==> config.mk <==
export PLATFORM = sky130hd
export DESIGN_NAME = xilinx_pcie_slot
export DESIGN_NICKNAME = d
export VERILOG_FILES = /design/src/rtl/xilinx_pcie_slot.sv
export SDC_FILE = /design/constraint.sdc
export NUM_CORES = 2
export LEC_CHECK = 0
export CAP_MARGIN = 20
export CELL_PAD_IN_SITES_DETAIL_PLACEMENT = 1
export CELL_PAD_IN_SITES_GLOBAL_PLACEMENT = 2
export CORE_MARGIN = 3
export CORE_UTILIZATION = 42
export DETAILED_ROUTE_END_ITERATION = 12
export HOLD_SLACK_MARGIN = 0.03
export PLACE_DENSITY_LB_ADDON = 0.25
export SYNTH_ARGS = -nofsm -noshare
export SYNTH_HDL_FRONTEND = slang
export SYNTH_SLANG_ARGS = --single-unit
==> constraint.sdc <==
create_clock -name user_clk -period 4.3 [get_ports user_clk]
set_input_delay 0.43 -clock user_clk [delete_from_list [all_inputs] [get_ports user_clk]]
set_output_delay 0.43 -clock user_clk [all_outputs]
set_load 0.01 [all_outputs]
==> src/rtl/xilinx_pcie_slot.sv <==
// Bus-functional PCIe slot: host-side single-dword requests become RX TLPs for
// the endpoint, and TX TLPs from the endpoint are decoded into completions and writes.
module xilinx_pcie_slot #(
  parameter logic [15:0] dev_id        = 16'h5555,
  parameter logic [15:0] ven_id        = 16'haaaa,
  parameter logic [15:0] subsys_id     = 16'h1111,
  parameter logic [15:0] subsys_ven_id = 16'hbbbb,
  parameter logic [31:0] bar_0         = 32'hFFFFF004,
  parameter logic [31:0] bar_1         = 32'hFFFFFFFF,
  parameter int unsigned RST_CYCLES    = 4
) (
  input  logic        user_clk,
  input  logic        user_reset_n,
  output logic        user_clk_out,
  output logic        user_reset_out,
  output logic        tx_cfg_req,
  input  logic        tx_cfg_gnt,
  output logic [63:0] m_axis_rx_tdata,
  output logic [7:0]  m_axis_rx_tkeep,
  output logic        m_axis_rx_tlast,
  output logic        m_axis_rx_tvalid,
  output logic [21:0] m_axis_rx_tuser,
  input  logic        m_axis_rx_tready,
  input  logic [63:0] s_axis_tx_tdata,
  input  logic [7:0]  s_axis_tx_tkeep,
  input  logic        s_axis_tx_tlast,
  input  logic        s_axis_tx_tvalid,
  input  logic [3:0]  s_axis_tx_tuser,
  output logic        s_axis_tx_tready,
  input  logic        cfg_interrupt,
  output logic        cfg_interrupt_rdy,
  input  logic        cfg_interrupt_assert,
  input  logic [7:0]  cfg_interrupt_di,
  input  logic        host_req_valid,
  output logic        host_req_ready,
  input  logic [1:0]  host_req_type,
  input  logic [31:0] host_req_addr,
  input  logic [31:0] host_req_wdata,
  output logic        host_rsp_valid,
  output logic [31:0] host_rsp_data,
  output logic        host_wr_valid,
  output logic [63:0] host_wr_addr,
  output logic [31:0] host_wr_data,
  output logic        host_inta
);

  typedef enum logic [2:0] {H_IDLE, H_CFG, H_RX0, H_RX1, H_RDWAIT} hst_e;
  typedef enum logic [1:0] {T_COLLECT, T_DECODE, T_DRAIN} tx_e;

  // A 64-bit BAR0 turns BAR1 into its upper address half: no type bits there.
  localparam logic [31:0] M0 = {bar_0[31:4], 4'h0};
  localparam logic [31:0] M1 = (bar_0[2:1] == 2'b10) ? bar_1 : {bar_1[31:4], 4'h0};
  localparam logic [3:0]  T1 = (bar_0[2:1] == 2'b10) ? 4'h0 : bar_1[3:0];

  function automatic logic [31:0] bswap(input logic [31:0] d);
    return {d[7:0], d[15:8], d[23:16], d[31:24]};
  endfunction

  logic [1:0]  rsync_q;
  logic        rst_out_q;
  logic [7:0]  rcnt_q;
  logic        run;

  hst_e        hst_q, hst_d;
  logic [1:0]  type_q, type_d;
  logic [31:0] addr_q, addr_d, wdata_q, wdata_d;
  logic [31:0] bar0_q, bar0_d, bar1_q, bar1_d;
  logic [7:0]  tag_q, tag_d;
  logic        rsp_valid_q, rsp_valid_d;
  logic [31:0] rsp_data_q, rsp_data_d, cfg_rdata;
  logic        bar0_hit, cpl_hit;

  tx_e         tx_q, tx_d;
  logic [31:0] tbuf_q [64];
  logic [6:0]  cnt_q, cnt_d, hi_pos;
  logic [7:0]  cnt_sum;
  logic        lo, hi, tx_fire, is_mwr;
  logic [10:0] wr_idx_q, wr_idx_d, wr_len_q, wr_len_d;
  logic [2:0]  wr_start_q, wr_start_d;
  logic [11:0] rd_pos;
  logic [63:0] wr_base_q, wr_base_d, wr_addr_q, wr_addr_d;
  logic [31:0] wr_data_q, wr_data_d;
  logic        wr_valid_q, wr_valid_d;
  logic        irq_rdy_q, inta_q;
  logic        unused_ok;

  assign unused_ok      = ^{cfg_interrupt_di, s_axis_tx_tuser};
  assign user_clk_out   = user_clk;
  assign user_reset_out = rst_out_q;
  assign run            = ~rst_out_q;

  always_ff @(posedge user_clk or negedge user_reset_n) begin
    if (!user_reset_n) begin
      rsync_q   <= '0;
      rst_out_q <= 1'b1;
      rcnt_q    <= '0;
    end else begin
      rsync_q <= {rsync_q[0], 1'b1};
      if (rst_out_q && rsync_q[1]) begin
        rcnt_q <= rcnt_q + 8'd1;
        if (rcnt_q == 8'(RST_CYCLES - 1)) rst_out_q <= 1'b0;
      end
    end
  end

  assign bar0_hit = (((host_req_addr ^ bar0_q) & M0) == '0) && (bar0_q != '0);

  always_comb begin
    case (addr_q[11:0])
      12'h000: cfg_rdata = {dev_id, ven_id};
      12'h010: cfg_rdata = bar0_q | {28'h0, bar_0[3:0]};
      12'h014: cfg_rdata = bar1_q | {28'h0, T1};
      12'h02C: cfg_rdata = {subsys_id, subsys_ven_id};
      default: cfg_rdata = '0;
    endcase
  end

  always_comb begin
    hst_d = hst_q; type_d = type_q; addr_d = addr_q; wdata_d = wdata_q;
    bar0_d = bar0_q; bar1_d = bar1_q; tag_d = tag_q;
    rsp_valid_d = 1'b0; rsp_data_d = rsp_data_q;
    host_req_ready = 1'b0; tx_cfg_req = 1'b0;
    m_axis_rx_tdata = '0; m_axis_rx_tkeep = '0; m_axis_rx_tlast = 1'b0;
    m_axis_rx_tvalid = 1'b0; m_axis_rx_tuser = '0;
    case (hst_q)
      H_IDLE: begin
        host_req_ready = run;
        if (run && host_req_valid) begin
          type_d = host_req_type; addr_d = host_req_addr; wdata_d = host_req_wdata;
          if (host_req_type[1]) hst_d = H_CFG;
          else if (bar0_hit) hst_d = H_RX0;
          else if (host_req_type == 2'b00) begin
            rsp_valid_d = 1'b1; rsp_data_d = '1;
          end
        end
      end
      H_CFG: begin
        tx_cfg_req = 1'b1;
        if (tx_cfg_gnt) begin
          hst_d = H_IDLE;
          if (type_q == 2'b11) begin
            if (addr_q[11:0] == 12'h010) bar0_d = wdata_q & M0;
            if (addr_q[11:0] == 12'h014) bar1_d = wdata_q & M1;
          end else begin
            rsp_valid_d = 1'b1; rsp_data_d = cfg_rdata;
          end
        end
      end
      H_RX0: begin
        m_axis_rx_tvalid = 1'b1; m_axis_rx_tkeep = 8'hFF; m_axis_rx_tuser = 22'h000004;
        m_axis_rx_tdata = {16'h0, tag_q, 8'h0F, type_q[0] ? 32'h40000001 : 32'h00000001};
        if (m_axis_rx_tready) hst_d = H_RX1;
      end
      H_RX1: begin
        m_axis_rx_tvalid = 1'b1; m_axis_rx_tlast = 1'b1; m_axis_rx_tuser = 22'h000004;
        m_axis_rx_tkeep = type_q[0] ? 8'hFF : 8'h0F;
        m_axis_rx_tdata = {type_q[0] ? bswap(wdata_q) : 32'h0, addr_q};
        if (m_axis_rx_tready) hst_d = type_q[0] ? H_IDLE : H_RDWAIT;
      end
      H_RDWAIT: begin
        if (cpl_hit) begin
          rsp_valid_d = 1'b1; rsp_data_d = bswap(tbuf_q[3]);
          tag_d = tag_q + 8'd1; hst_d = H_IDLE;
        end
      end
      default: hst_d = H_IDLE;
    endcase
  end

  assign s_axis_tx_tready = run && (tx_q == T_COLLECT) && !(tx_cfg_req && !tx_cfg_gnt);
  assign tx_fire = s_axis_tx_tvalid && s_axis_tx_tready;
  assign lo      = |s_axis_tx_tkeep[3:0];
  assign hi      = |s_axis_tx_tkeep[7:4];
  assign hi_pos  = cnt_q + {6'b0, lo};
  assign cnt_sum = {1'b0, cnt_q} + {7'b0, lo} + {7'b0, hi};
  assign is_mwr  = (tbuf_q[0][31:24] == 8'h40 || tbuf_q[0][31:24] == 8'h60) && cnt_q >= 7'd3;
  assign cpl_hit = (tx_q == T_DECODE) && (tbuf_q[0][31:24] == 8'h4A) && cnt_q >= 7'd4 &&
                   (hst_q == H_RDWAIT) && (tbuf_q[2][15:8] == tag_q);
  assign rd_pos  = 12'(wr_start_q) + 12'(wr_idx_q);

  // Beat DWs are stored per tkeep nibble; anything past 64 DW falls off the end.
  always_ff @(posedge user_clk) begin
    if (tx_fire) begin
      if (lo && !cnt_q[6]) tbuf_q[cnt_q[5:0]] <= s_axis_tx_tdata[31:0];
      if (hi && !hi_pos[6]) tbuf_q[hi_pos[5:0]] <= s_axis_tx_tdata[63:32];
    end
  end

  always_comb begin
    tx_d = tx_q; cnt_d = cnt_q;
    wr_idx_d = wr_idx_q; wr_len_d = wr_len_q; wr_start_d = wr_start_q; wr_base_d = wr_base_q;
    wr_valid_d = 1'b0; wr_addr_d = wr_addr_q; wr_data_d = wr_data_q;
    case (tx_q)
      T_COLLECT: begin
        if (tx_fire) begin
          cnt_d = (cnt_sum > 8'd64) ? 7'd64 : cnt_sum[6:0];
          if (s_axis_tx_tlast) tx_d = T_DECODE;
        end
      end
      T_DECODE: begin
        tx_d = T_COLLECT; cnt_d = '0;
        if (is_mwr) begin
          tx_d = T_DRAIN; cnt_d = cnt_q; wr_idx_d = '0;
          wr_len_d   = (tbuf_q[0][9:0] == 10'd0) ? 11'd1024 : {1'b0, tbuf_q[0][9:0]};
          wr_start_d = tbuf_q[0][29] ? 3'd4 : 3'd3;
          wr_base_d  = tbuf_q[0][29] ? {tbuf_q[2], tbuf_q[3]} : {32'h0, tbuf_q[2]};
        end
      end
      T_DRAIN: begin
        // Stop at the declared length or at the last DW actually captured.
        if (wr_idx_q < wr_len_q && rd_pos < 12'(cnt_q)) begin
          wr_valid_d = 1'b1;
          wr_addr_d  = wr_base_q + {51'h0, wr_idx_q, 2'b00};
          wr_data_d  = bswap(tbuf_q[rd_pos[5:0]]);
          wr_idx_d   = wr_idx_q + 11'd1;
        end else begin
          tx_d = T_COLLECT; cnt_d = '0;
        end
      end
      default: tx_d = T_COLLECT;
    endcase
  end

  always_ff @(posedge user_clk or negedge user_reset_n) begin
    if (!user_reset_n) begin
      hst_q <= H_IDLE; type_q <= '0; addr_q <= '0; wdata_q <= '0;
      bar0_q <= '0; bar1_q <= '0; tag_q <= '0;
      rsp_valid_q <= 1'b0; rsp_data_q <= '0;
      tx_q <= T_COLLECT; cnt_q <= '0;
      wr_idx_q <= '0; wr_len_q <= '0; wr_start_q <= '0; wr_base_q <= '0;
      wr_valid_q <= 1'b0; wr_addr_q <= '0; wr_data_q <= '0;
      irq_rdy_q <= 1'b0; inta_q <= 1'b0;
    end else if (run) begin
      hst_q <= hst_d; type_q <= type_d; addr_q <= addr_d; wdata_q <= wdata_d;
      bar0_q <= bar0_d; bar1_q <= bar1_d; tag_q <= tag_d;
      rsp_valid_q <= rsp_valid_d; rsp_data_q <= rsp_data_d;
      tx_q <= tx_d; cnt_q <= cnt_d;
      wr_idx_q <= wr_idx_d; wr_len_q <= wr_len_d; wr_start_q <= wr_start_d; wr_base_q <= wr_base_d;
      wr_valid_q <= wr_valid_d; wr_addr_q <= wr_addr_d; wr_data_q <= wr_data_d;
      if (cfg_interrupt && !irq_rdy_q) begin
        irq_rdy_q <= 1'b1;
        inta_q    <= cfg_interrupt_assert;
      end else begin
        irq_rdy_q <= 1'b0;
      end
    end
  end

  assign host_rsp_valid    = rsp_valid_q;
  assign host_rsp_data     = rsp_data_q;
  assign host_wr_valid     = wr_valid_q;
  assign host_wr_addr      = wr_addr_q;
  assign host_wr_data      = wr_data_q;
  assign cfg_interrupt_rdy = irq_rdy_q;
  assign host_inta         = inta_q;

endmodule

Word-level counts from Yosys, hierarchy flattened
Memory sizes are Yosys's and may differ from the RTL's. A register that Yosys moved wholly into a read port is not among the register bits. Cells that the tools add are included.

Add/subtract/negate cells: 8. $mul: 0. Div/mod/pow operators: 0. $lt $le $gt $ge: 5. Equality and inequality tests: 31. Shift operators: 0. Mux-type cells: 61. Bitwise gates (word level): 2. Reductions and logical operators: 49.

Operators by type and width (count): 2-to-1 mux 32 bit (8); one-hot mux 32 bit (4 select lines) (1); one-hot mux 64 bit (2 select lines) (1); one-hot mux 32 bit (3 select lines) (1); adder 64 x 13 -> 64 bit (1); 2-to-1 mux 64 bit (1); 2-to-1 mux 11 bit (3); logical NOT 32 bit (1); nonzero test 32 bit (1); XOR 32 bit (1); 2-to-1 mux 31 bit (1); 2-to-1 mux 3 bit (10); inequality test 2 bit, second input constant (15); 2-to-1 mux 7 bit (4); equality test 12 x 5 -> 1 bit, second input constant (2); equality test 8 x 7 -> 1 bit, second input constant (3); one-hot mux 11 bit (2 select lines) (1); one-hot mux 7 bit (3 select lines) (1); 2-to-1 mux 1 bit (20); adder 8 x 1 -> 8 bit, second input constant (2); logical AND 1 bit (16); one-hot mux 8 bit (2 select lines) (1); one-hot mux 3 bit (5 select lines) (1); AND reduction 5 bit (3); other kinds (39) (57).

Register bits: 338. Bits in latches: 0. Memory bits (writable): 2048. ROM bits: 0. Output and inout bits: 233. Memories kept: 1.

Memory list: tbuf_q (depth 64, bits a word 32, rd ports 4, clocked after Yosys merged registers in 1, wr ports 2, RTL line 74) `logic [31:0] tbuf_q [64];`.

Longest topological paths before layout
Word-level depth: 8. Gate-level depth with buffers: 19. Depth with buffers taken out: 16.

==> flow_metrics.tcl <==
set metrics [dict create \
    fillerInstances 27700 \
    post_synth_num_cell_types 84 \
    setup_viol 0 \
    die_w_um 548 \
    cts_tree "done" \
    r2r-end "host_wr_data[13]" \
    crit_type "reg2reg" \
    insertion_delay_ns 1.02 \
    leakage_uw 0.0502 \
    core_um2 291000 \
    ys_async_sr_fraction_pct 15.3 \
    mostFrequentLayoutCells "mux2_2, edfxtp_1, nand2_1" \
    syn_avg_cell_area_um2 15.0 \
    drv_slew 0 \
    worstSetupEndpointType "flop" \
    pre_cts_ws_ns -0.255 \
    drt_iter0_markers 6788 \
    peakVddDrop_mv 0.333 \
    clock_skew_ns 0.0371 \
    period_share_pct 96.2 \
    vias 75700 \
    synthCells 8188 \
    reg2reg_depth 12 \
    routabilityCongestion 0.877 \
    ys_seq_elements 2417 \
    fin_area_um2 145000 \
    multi_input_area_um2 48900 \
    post_drt_wl_per_cell_um 32.4 \
    grt_start_max_net_pins 111 \
    die_area_um2 300000 \
    postCtsSetupBuffers 0 \
    areaGrowthSynthToFinish_pct 17.9 \
    hold_ws_ns 0.0948 \
    final_layout_size_suffix_gt1_share_pct 44.8 \
    crit_cells 12 \
    floorplan.initialDensity_pct 42.3 \
    clk_pin_slew_ns 0.06 \
    hold_start "s_axis_tx_tdata[48]" \
    antenna_found_initial 20 \
    cp_cell_sequence "ha_4, inv_1, fa_4, buf_12, buf_12, buf_4, mux4_2, nand2_1, a21oi_1, a2111oi_0, buf_4, o31ai_1" \
    register_area_um2 70700 \
    cp_slowest_cell "fa_4" \
    tightest_slew_ns 1.14 \
    status "completed" \
    num_rows 198 \
    grt_pass1_wl_um 591000 \
    p_per_area_nw_per_um2 442 \
    setup_ws_ns 0.163 \
    synthFlopType "edfxtp_1" \
    dp_cells 12100 \
    ff2ff_setup_slack_ns 0.16 \
    max_stage_delay_ns 0.87 \
    finalWirelength_um 408000 \
    grt_pass1_vias 80700 \
    slew_headroom_pct 23.5 \
    synth_top_cell_by_area "edfxtp_1" \
    crit_buf_inv 5 \
    p_total_uw 64100 \
    synth_edf_count 2048 \
    synth_top_area_share_pct 49.9 \
    gr-total-overflow 0 \
    die_h_um 548 \
    synthesis.area_um2 123000 \
    top_level_ports 392 \
    placedInstanceArea_um2 136000 \
    rsz0062_at_grt "false" \
    ys_warn_count 0 \
    crit_fanout 36 \
    synth-seq-area-share_pct 57.4 \
    fin_crit_ns 4.14 \
    stdcell_count 12600 \
    start_kind "flop" \
    drcViolationCount 0 \
    vias_per_cell 6.00 \
    first_pass_iters 5 \
    antenna_left 0 \
    hp-class "in2reg" \
    hold_viol 0 \
    fin_nets 8695 \
    track_usage_pct 26.8 \
    hold_path_end "tbuf_q[31][16]" \
    synth_area_leaders "edfxtp_1, mux2_2, mux4_2" \
    r2r-start "wr_idx_q[0]" \
    final_common_cell "mux2_2" \
    maxClockFrequency_mhz 242 \
    cp_top_family "buffers and inverters" \
    whs_path_depth 2 \
    drv_cap 0 \
    place_hpwl_um 268000 \
    crit_arrival_ns 5.01 \
    portBuffers 358 \
    cp.required_ns 5.18 \
]
how the worst max path moves through the flow:
stage	start	end	slack, ns
6_report	wr_idx_q[0]	host_wr_data[13]	0.16
3_5_place_dp	s_axis_tx_tkeep[1]	tbuf_q[11][2]	-0.26
4_1_cts	wr_idx_q[0]	host_wr_data[30]	0.05
5_1_grt	wr_start_q[1]	host_wr_data[11]	0.0005
2_1_floorplan	tx_q[0]	tbuf_q[45][0]	-0.28
3_3_place_gp	s_axis_tx_tkeep[1]	tbuf_q[11][4]	-0.15
routing by layer:
layer  track usage [%]  up-vias  routed length (µm)
met4              7.86        4               12100
met2              45.1     2592              202000
met1              36.3    40500              171000
met5                 0        -                  20
met3              3.68      620               23900
li1                  -    31900                   -
final cells by class:
cell class	instances	share of cell area (%)
Sequential cell	2417	48.7
Multi-Input combinational cell	4724	33.7
Timing Repair Buffer	996	7.85
Clock buffer	380	5.40
Tap cell	3900	3.36
Clock inverter	119	0.817
Inverter	65	0.171
Antenna cell	10	0.0172
cells by family (layout without fill, tap and decap cells):
kind of cell,Yosys count,after routing,synth area share (%)
mux,2760,2760,30.2
flops,2417,2417,57.4
simple gates,1284,1284,4.74
buf+inv,1067,1560,3.78
compound gates,505,505,2.63
xor+xnor,110,110,0.794
fa+ha+maj,43,43,0.455
other cells,2,32,0.00610
what timing repair did:
action | in CTS | in global routing
hold buffers | 51 | 0
endpoints found under the setup margin | 3 | 67
endpoints found under the hold margin | 201 | 0
resized for setup | 3 | 9
power by group:
group	switching (µW)	internal (µW)	total, µW
Sequential	925	26700	27700
Clock	9970	14000	23900
Combinational	6660	5850	12500
Total	17600	46600	64100
worst reg2reg max path, delay by kind of cell, from the launching register on:
| family | cells | cell delay (ns) |
|---|---|---|
| AO/OA/AOI/OAI | 3 | 0.83 |
| adder cells (fa/ha/maj) | 2 | 1.03 |
| buffers and inverters | 5 | 1.25 |
| flip-flops | 1 | 0.41 |
| multiplexers | 1 | 0.41 |
| AND/OR/NAND/NOR | 1 | 0.10 |
state kept, by name, indices dropped and copies added, names as in the netlist:
name,flops
addr_q,32
hst_q,3
host_wr_addr,64
rsync_q,2
tx_q,2
wr_base_q,64
cnt_q,7
type_q,2
tag_q,8
host_rsp_valid,1
bar1_q,32
wr_start_q,2
wr_idx_q,11
host_wr_data,32
wr_len_q,11
wdata_q,32
cfg_interrupt_rdy,1
host_inta,1
host_rsp_data,32
user_reset_out,1
bar0_q,20
host_wr_valid,1
rcnt_q,8
tbuf_q,2048
cells in the mapped netlist, drive strengths merged (23+ instances only):
cell type,number
mux4,543
xor2,70
and2,46
mux2i,38
o21ai,170
nor2,101
buf,449
o31ai,37
nor3,23
ha,40
clkbuf,553
nand2,713
xnor2,40
a21oi,115
nand3,204
edfxtp,2048
nor4,30
and3,63
mux2,2179
inv,65
dfrtp,368
o21bai,29
a2111oi,32
nand4,59
stage by stage:
step / TNS (ns) / utilization [%]
after detailed placement: -59.12 / 46.5
after global routing: 0 / 49.8
after CTS: 0 / 49.8
after floorplan: -68.08 / -
final: 0 / 49.8
after global placement: -21.15 / 46.5
(Power assumes the default switching activity.)
